File: config.mk
export PLATFORM = sky130hd
export DESIGN_NAME = pipe_stage_skid
export DESIGN_NICKNAME = d
export VERILOG_FILES = /design/src/rtl/pipe_pkg.sv /design/src/rtl/sat_counter.sv /design/src/rtl/pipe_stage_skid.sv
export SDC_FILE = /design/constraint.sdc
export NUM_CORES = 1
export LEC_CHECK = 0
export ABC_AREA = 1
export CORE_MARGIN = 3
export CORE_UTILIZATION = 35
export CTS_BUF_LIST = sky130_fd_sc_hd__clkbuf_16
export DETAILED_ROUTE_END_ITERATION = 8
export RECOVER_POWER = 25
export SLEW_MARGIN = 15
export SYNTH_ARGS = -nofsm -noshare
export SYNTH_HDL_FRONTEND = slang
export SYNTH_SLANG_ARGS = --single-unit
File: constraint.sdc
create_clock -name clk -period 1.1 [get_ports clk]
set_input_delay 0.11 -clock clk [delete_from_list [all_inputs] [get_ports clk]]
set_output_delay 0.11 -clock clk [all_outputs]
set_load 0.01 [all_outputs]
File: src/rtl/pipe_pkg.sv
// Shared pipeline-stage types: skid-stage occupancy encoding.
package pipe_pkg;

    typedef enum logic [1:0] {
        StEmpty = 2'b00,
        StHalf  = 2'b01,
        StFull  = 2'b10
    } skid_state_e;

    function automatic logic state_has_data(input skid_state_e st);
        return st != StEmpty;
    endfunction

endpackage

File: src/rtl/sat_counter.sv
// Saturating up-counter, cleared only by reset.
module sat_counter #(
    parameter int unsigned CNT_W = 16
) (
    input  logic             clk,
    input  logic             reset,
    input  logic             inc,
    output logic [CNT_W-1:0] count
);

    logic [CNT_W-1:0] count_q, count_d;

    always_comb begin
        count_d = count_q;
        if (inc && (count_q != {CNT_W{1'b1}})) begin
            count_d = count_q + 1'b1;
        end
    end

    always_ff @(posedge clk) begin
        if (reset) begin
            count_q <= '0;
        end else begin
            count_q <= count_d;
        end
    end

    assign count = count_q;

endmodule

File: src/rtl/pipe_stage_skid.sv
// Pipeline stage register with registered in_ready and 2-entry skid buffer.
// Optional stall counter enabled by PIPE_STAGE_SKID_PERF_EN.
module pipe_stage_skid
    import pipe_pkg::*;
#(
    parameter int unsigned     WIDTH     = 32,
    parameter logic [WIDTH-1:0] RESET_VAL = '0
`ifdef PIPE_STAGE_SKID_PERF_EN
    ,
    parameter int unsigned     CNT_W     = 16
`endif
) (
    input  logic             clk,
    input  logic             reset,
    input  logic             flush,
    input  logic             in_valid,
    output logic             in_ready,
    input  logic [WIDTH-1:0] in_data,
    output logic             out_valid,
    input  logic             out_ready,
`ifdef PIPE_STAGE_SKID_PERF_EN
    output logic [CNT_W-1:0] stall_cnt,
`endif
    output logic [WIDTH-1:0] out_data
);

    skid_state_e      state_q, state_d;
    logic [WIDTH-1:0] main_q, main_d;
    logic [WIDTH-1:0] skid_q, skid_d;
    logic             in_ready_q;
    logic             out_valid_q;
    logic             in_fire, out_fire;

    assign in_fire  = in_valid & in_ready_q;
    assign out_fire = out_valid_q & out_ready;

    always_comb begin
        state_d = state_q;
        main_d  = main_q;
        skid_d  = skid_q;
        unique case (state_q)
            StEmpty: begin
                if (in_fire) begin
                    state_d = StHalf;
                    main_d  = in_data;
                end
            end
            StHalf: begin
                if (in_fire && out_fire) begin
                    main_d = in_data;
                end else if (in_fire) begin
                    state_d = StFull;
                    skid_d  = in_data;
                end else if (out_fire) begin
                    // main keeps its last word so out_data is not cleared
                    state_d = StEmpty;
                end
            end
            StFull: begin
                if (out_fire) begin
                    state_d = StHalf;
                    main_d  = skid_q;
                end
            end
            default: state_d = StEmpty;
        endcase
    end

    // Flags are registered from the next state so neither depends on out_ready combinationally.
    always_ff @(posedge clk) begin
        if (reset || flush) begin
            state_q     <= StEmpty;
            main_q      <= RESET_VAL;
            skid_q      <= RESET_VAL;
            in_ready_q  <= 1'b1;
            out_valid_q <= 1'b0;
        end else begin
            state_q     <= state_d;
            main_q      <= main_d;
            skid_q      <= skid_d;
            in_ready_q  <= (state_d != StFull);
            out_valid_q <= state_has_data(state_d);
        end
    end

    assign in_ready  = in_ready_q;
    assign out_valid = out_valid_q;
    assign out_data  = main_q;

`ifdef PIPE_STAGE_SKID_PERF_EN
    sat_counter #(
        .CNT_W(CNT_W)
    ) u_stall_cnt (
        .clk  (clk),
        .reset(reset),
        .inc  (out_valid_q & ~out_ready),
        .count(stall_cnt)
    );
`endif

endmodule

==> impl_metrics.csv, run 1 <==
group,metric,value,unit
sta,tightest_slew,0.2207,ns
drt,drt-initial-drc-count,94,
grt,antenna_found_initial,0,
grt,grtUsageTotal,0.1882,
run,drv_cap,0,
drt,route.detailed.wl_per_inst,14.49,um
pwr,powerDensity,1306,mW/mm2
drt,wl,10.19,mm
pwr,p_sw,0.001747,W
drt,firstDrtPassIters,4,
logic_synthesis,synth_area_per_cell,6.219,um2
setup_path,cp_data_required_time,1.32,ns
sta,final.setup.tns,-8.189,ns
cts,clkSinkCount,68,
setup_path,cp_max_fo,6,
setup_path,startpoint,"state_q[1]$_SDFF_PP0_",
logic_synthesis,synth_xor_area_frac,0,
logic_synthesis,ys_warn_count,0,
cts,cts_buffers,9,
pwr,irDropWorstVdd,929.0,uV
setup_path,critPathCaptureType,"flop",
pwr,p_leak,2.576,nW
logic_synthesis,syn_area,0.003115,mm2
pwr,p_total,0.006914,W
setup_path,start_kind,"flop",
placement,dpl_cell_area,0.003929,mm2
floorplan,die_h,100.3,um
cts,h-tree-depth,3,
logic_synthesis,synth-simple-area-share,0.3663,
floorplan,initial_core_util,0.3699,
logic_synthesis,ys_types,14,
layout,area_growth,69.88,%
setup_path,path_cells,"inv_4 > nand3_2 > nand2_4 > nand2_8 > buf_12 > clkbuf_16 > nor2_4 > nor2_1",
layout,layout_commonest_cell,"nand2_1",
layout,drive_above_1_share,0.2776,
drt,num_vias,3276,
grt,grt_pass1_vias,3100,
drt,ant_nets,0,
grt,grt_overflow,0,
logic_synthesis,synth_top_family_by_area,"simple AND/OR/NAND/NOR gates",
setup_path,slowest_stage,"dfxtp_4",
logic_synthesis,synth_mux_area_frac,0,
setup_path,crit_end,"out_data[9]$_SDFFE_PP0P_",
logic_synthesis,yosys.area.top_type,"dfxtp_1",
sta,max_freq,0.7823,GHz
placement,hpwl,4.430,mm
sta,timing.final.ws_setup,-0.1782,ns
logic_synthesis,yosysSeqAreaShare,0.4369,
cts,root_buffer,"clkbuf_16",
sta,finalCriticalPeriod,1.278,ns
layout,nNetsFinal,631,
sta,setup_viol,68,
floorplan,rows,33,
hold_path,hp-class,"in2reg",
pwr,power_frac_clock,0.433,
cts,clk_latency,0.32,ns
setup_path,rr_startpoint,"state_q[1]$_SDFF_PP0_",
setup_path,slowest_delay,0.38,ns
logic_synthesis,synthCells,501,
setup_path,r2r-end,"out_data[9]$_SDFFE_PP0P_",
logic_synthesis,ys_ff_latch,68,
placement,gp_congestion,0.7140,
floorplan,coreArea,0.008423,mm2
placement,port_buffers,70,
logic_synthesis,synth_area_leaders,"dfxtp_1, nand2_1, nor2_1",
outcome,run_status,"complete, but fails checks",
setup_path,cp.arrival,1.50,ns
layout,antenna_cells,0,
pwr,p_sw_frac,0.2526,
sta,rsz0062_at_grt,"yes",
setup_path,critical_path_class,"reg2reg",
pwr,intPower,0.005167,W
logic_synthesis,synth-compound-area-share,0.05462,
pwr,seqPwrFrac,0.374,
logic_synthesis,yosysTopAreaCellShare,0.4369,
grt,grt_max_degree,37,
drt,drc_errors,0,
floorplan,dieArea,0.01007,mm2
cts,cts_tree,"done",
drt,vias_per_cell,4.660,
sta,period_share,1.162,
setup_path,rr_worst_depth,8,
sta,maxSlewViolCount,0,
cts,clockBufferDepth,2,
logic_synthesis,yosys.area_share.adder,0,
pwr,p_comb_frac,0.192,
sta,relSlewSlack,0.8519,
logic_synthesis,syn-num-nets,538,
sta,skew,0.008490,ns
layout,finalInstanceArea,0.005293,mm2
cts,clk_pin_slew,0.06,ns
layout,most-common-layout-cells,"nand2_1, nor2_1, inv_1",
sta,final_hold_viol_count,0,
placement,place_ws,-0.3685,ns
layout,fillers,726,
floorplan,ios,71,
grt,grt_pass1_wl,14.84,mm
floorplan,dieWidth,100.3,um
setup_path,rrSetupSlack,-0.18,ns
outcome,violations,"negative setup slack",
-- state kept, by name (all words and copies together) (netlist names) --
signal,flops
out_data,32
state_q,2
skid_q,32
out_valid,1
in_ready,1
-- worst max-delay path, delay by kind of cell (launching register included) --
kind / cells / cell delay, ns
buf+inv: 3 / 0.40
flops: 1 / 0.38
simple gates: 5 / 0.39
-- how the worst min path moves through the flow --
| stage | startpoint | endpoint | slack, ns | depth (start not counted) |
|---|---|---|---|---|
| after floorplan | in_data[23] | skid_q[23]$_SDFFE_PP0P_ | 0.24 | 2 |
| after global placement | skid_q[11]$_SDFFE_PP0P_ | skid_q[11]$_SDFFE_PP0P_ | 0.50 | 4 |
| after detailed placement | out_data[7]$_SDFFE_PP0P_ | out_data[7]$_SDFFE_PP0P_ | 0.50 | 4 |
| after CTS | in_data[15] | skid_q[15]$_SDFFE_PP0P_ | 0.40 | 3 |
| after global routing | in_data[26] | skid_q[26]$_SDFFE_PP0P_ | 0.43 | 3 |
| final | in_data[16] | skid_q[16]$_SDFFE_PP0P_ | 0.41 | 3 |
-- Yosys cell counts --
cell type	instances
o21ai_1	1
o21ai_0	33
nand3_1	1
buf_6	5
clkbuf_1	4
nand2_1	169
nor2_1	130
buf_4	7
inv_2	1
buf_2	12
inv_1	68
nand4_1	1
nand3b_1	1
dfxtp_1	68
-- power by group through the flow --
stage                     clock network [W]  logic, W  registers, W
final                               0.00300   0.00133       0.00259
after global routing                0.00314   0.00143       0.00260
after CTS                           0.00303   0.00118       0.00259
after detailed placement                  0  0.000799       0.00264
after global placement                    0  0.000792       0.00264
after floorplan                           0  0.000414       0.00267
-- timing repair --
| item | CTS | global route |
|---|---|---|
| setup buffers | 9 | 3 |
| resized for setup | 159 | 85 |
| setup endpoints to repair | 101 | 70 |
| hold buffers | 0 | 0 |
| pin swaps | 13 | 19 |
| gates cloned | 12 | 6 |
-- through the flow --
stage | util | instances | hold slack [ns]
floorplan | - | 501 | 0.2449
global placement | 0.4664 | 661 | 0.4970
detailed placement | 0.4664 | 661 | 0.4976
CTS | 0.5850 | 697 | 0.4003
global route | 0.6283 | 703 | 0.4341
finish | 0.6283 | 703 | 0.4099
-- cells by family (layout without fill, tap and decap cells) --
group                  count (synthesis)  count (layout)
buffers and inverters                 97             194
and+or+nand+nor                      302             302
AOI/OAI and AO/OA                     34              34
DFF                                   68              68
-- per-layer routing --
metal  global-route usage  share of wire  vias to the layer above  wire length (um)
met5                    0              0                        -                 0
met3              0.04587          0.072                       30               734
met2               0.3201           0.50                      118              5081
li1                     -              -                     1647                 -
met4              0.08912          0.033                        0               332
met1               0.2217           0.40                     1481              4037
-- cell type report --
cell class	instances	area [um2]	share of cell area
multi-input combinational	336	1807	0.3414
timing repair buffer	110	1411	0.2667
sequential	68	1374	0.2596
inverter	69	264.0	0.04988
clock buffer	9	225.2	0.04255
tap	105	131.4	0.02482
clock inverter	6	80.08	0.01513
No activity file was read; power rests on OpenSTA's default activity.
==> inputs of run 2 (changes only) <==
CORE_MARGIN = not set   (was 3)
HOLD_SLACK_MARGIN = 0.02   (was not set)
==> run 2 against run 1 <==
  * The flow finishes with violations (design-rule violations, negative setup slack)
  * Hold slack got worse by 0.016 ns
  * Maximum frequency is 2.2% higher
  * Sequential share of layout area up 3.3 points
  * Critical endpoint is now out_data[28]$_SDFFE_PP0P_
  * Critical path type unchanged
==> impl_metrics.csv, run 2 (synthesis gave the netlist of run 1 again) <==
group,metric,value,unit
outcome,run_status,"complete, but fails checks",
outcome,violations,"design-rule violations, negative setup slack",
cts,clockBufferDepth,2,
sta,max_freq,0.7998,GHz
drt,wl,7.524,mm
floorplan,ios,71,
hold_path,hold_depth,3,
pwr,powerDensity,1419,mW/mm2
cts,clk_latency,0.32,ns
pwr,p_comb_frac,0.156,
drt,ant_nets,0,
grt,grtUsageTotal,0.1572,
placement,hpwl,4.423,mm
drt,vias_per_cell,4.330,
sta,period_share,1.137,
setup_path,cp_max_fo,8,
sta,finalCriticalPeriod,1.250,ns
cts,h-tree-depth,3,
layout,seqCellArea,0.001370,mm2
floorplan,initial_core_util,0.3590,
sta,timing.final.ws_setup,-0.1503,ns
setup_path,critical_path_class,"reg2reg",
grt,antenna_found_initial,0,
sta,maxSlewViolCount,0,
setup_path,start_kind,"flop",
drt,route.detailed.wl_per_inst,10.84,um
floorplan,rows,34,
pwr,p_total,0.006645,W
grt,grt_pass1_vias,2640,
floorplan,dieArea,0.009282,mm2
pwr,power_frac_clock,0.455,
layout,antenna_cells,0,
layout,multi_input_area,0.001538,mm2
cts,cts_buffers,9,
pwr,irDropWorstVdd,737.8,uV
floorplan,coreArea,0.008678,mm2
layout,drive_above_1_share,0.1928,
placement,port_buffers,70,
hold_path,hp-class,"in2reg",
sta,relSlewSlack,0.8306,
setup_path,cp_data_required_time,1.36,ns
floorplan,die_h,96.35,um
sta,skew,0.005335,ns
drt,drt-initial-drc-count,98,
setup_path,rr_worst_depth,9,
drt,firstDrtPassIters,6,
sta,tightest_slew,0.2515,ns
layout,layout_commonest_cell,"nand2_1",
layout,most-common-layout-cells,"nand2_1, nor2_1, inv_1",
drt,num_vias,3005,
cts,cts_tree,"done",
layout,finalInstanceArea,0.004683,mm2
grt,grt_pass1_wl,11.40,mm
layout,area_growth,50.32,%
grt,grt_max_degree,49,
pwr,p_sw_frac,0.2414,
setup_path,cp.arrival,1.51,ns
drt,drc_errors,1,
setup_path,critPathCaptureType,"flop",
cts,clkSinkCount,68,
pwr,p_sw,0.001604,W
pwr,intPower,0.005041,W
cts,clk_pin_slew,0.06,ns
sta,final_hold_viol_count,0,
placement,gp_congestion,0.7118,
layout,fillers,840,
grt,grt_overflow,0,
placement,dpl_cell_area,0.003940,mm2
setup_path,rrSetupSlack,-0.15,ns
cts,ctsHoldBuffers,0,
run,drv_cap,0,
floorplan,dieWidth,96.35,um
cts,root_buffer,"clkbuf_16",
pwr,seqPwrFrac,0.389,
sta,setup_viol,66,
layout,nNetsFinal,618,
pwr,p_leak,2.379,nW
sta,rsz0062_at_grt,"yes",
-- run 2: cell types whose count changed in the layout (fill, tap and decap cells not counted), sizes merged --
cell / change
clkbuf: -3
clkinvlp: -1
clkinv: +2
clkdlybuf4s15: +1
buf: -11
-- run 2: final cells by class --
class / count / area share
clock buffers: 9 / 0.04809
inverters: 69 / 0.05584
well taps: 108 / 0.02885
repair buffers: 97 / 0.2268
clock inverters: 7 / 0.01950
flip-flops and latches: 68 / 0.2925
multi-input cells: 336 / 0.3283
-- run 2: worst paths after layout --
kind                                    end                 startpoint
setup reg to reg  out_data[28]$_SDFFE_PP0P_      state_q[1]$_SDFF_PP0_
hold reg to reg   out_data[18]$_SDFFE_PP0P_  out_data[18]$_SDFFE_PP0P_
hold / removal       skid_q[8]$_SDFFE_PP0P_                 in_data[8]
setup / recovery  out_data[28]$_SDFFE_PP0P_      state_q[1]$_SDFF_PP0_
-- run 2: power by group through the flow --
stage	Clock [W]	Combinational, W	Sequential, W
floorplan	0	0.000414	0.00267
global placement	0	0.000801	0.00264
detailed placement	0	0.000808	0.00264
CTS	0.00309	0.000862	0.00259
global route	0.00318	0.00114	0.00260
finish	0.00302	0.00104	0.00259
-- run 2: critical path, cell delays in order (launching register included) --
cell and delay, ns:
dfxtp_4 0.37, inv_2 0.07, nand3_2 0.08, nand2_4 0.08, nand2_4 0.07, buf_12 0.16, clkbuf_16 0.16, nand2_1 0.06
nand2_1 0.05, nor2_1 0.08
-- run 2: metrics by stage --
step	cells	setup WS (ns)	hold WS [ns]	util	setup TNS (ns)
floorplan	501	-0.006302	0.2449	-	-0.1891
global placement	665	-0.3349	0.4977	0.4540	-19.15
detailed placement	665	-0.3435	0.4988	0.4540	-20.73
CTS	688	-0.1020	0.3952	0.5043	-4.318
global route	694	-0.2119	0.4075	0.5396	-11.48
finish	694	-0.1503	0.3940	0.5396	-6.677
-- run 2: what timing repair did --
item | CTS | global route
buffers inserted | 5 | 1
endpoints found under the setup margin | 98 | 69
gates cloned | 2 | 5
gates resized for setup | 64 | 64
pin swaps | 3 | 19
-- run 2: routing by layer --
layer | GRT usage | vias to the layer above | part of all wire
met5 | 0 | - | 0
met4 | 0.05515 | 0 | 0.012
met3 | 0.04265 | 12 | 0.068
met2 | 0.2654 | 69 | 0.45
met1 | 0.1917 | 1307 | 0.47
li1 | - | 1617 | -
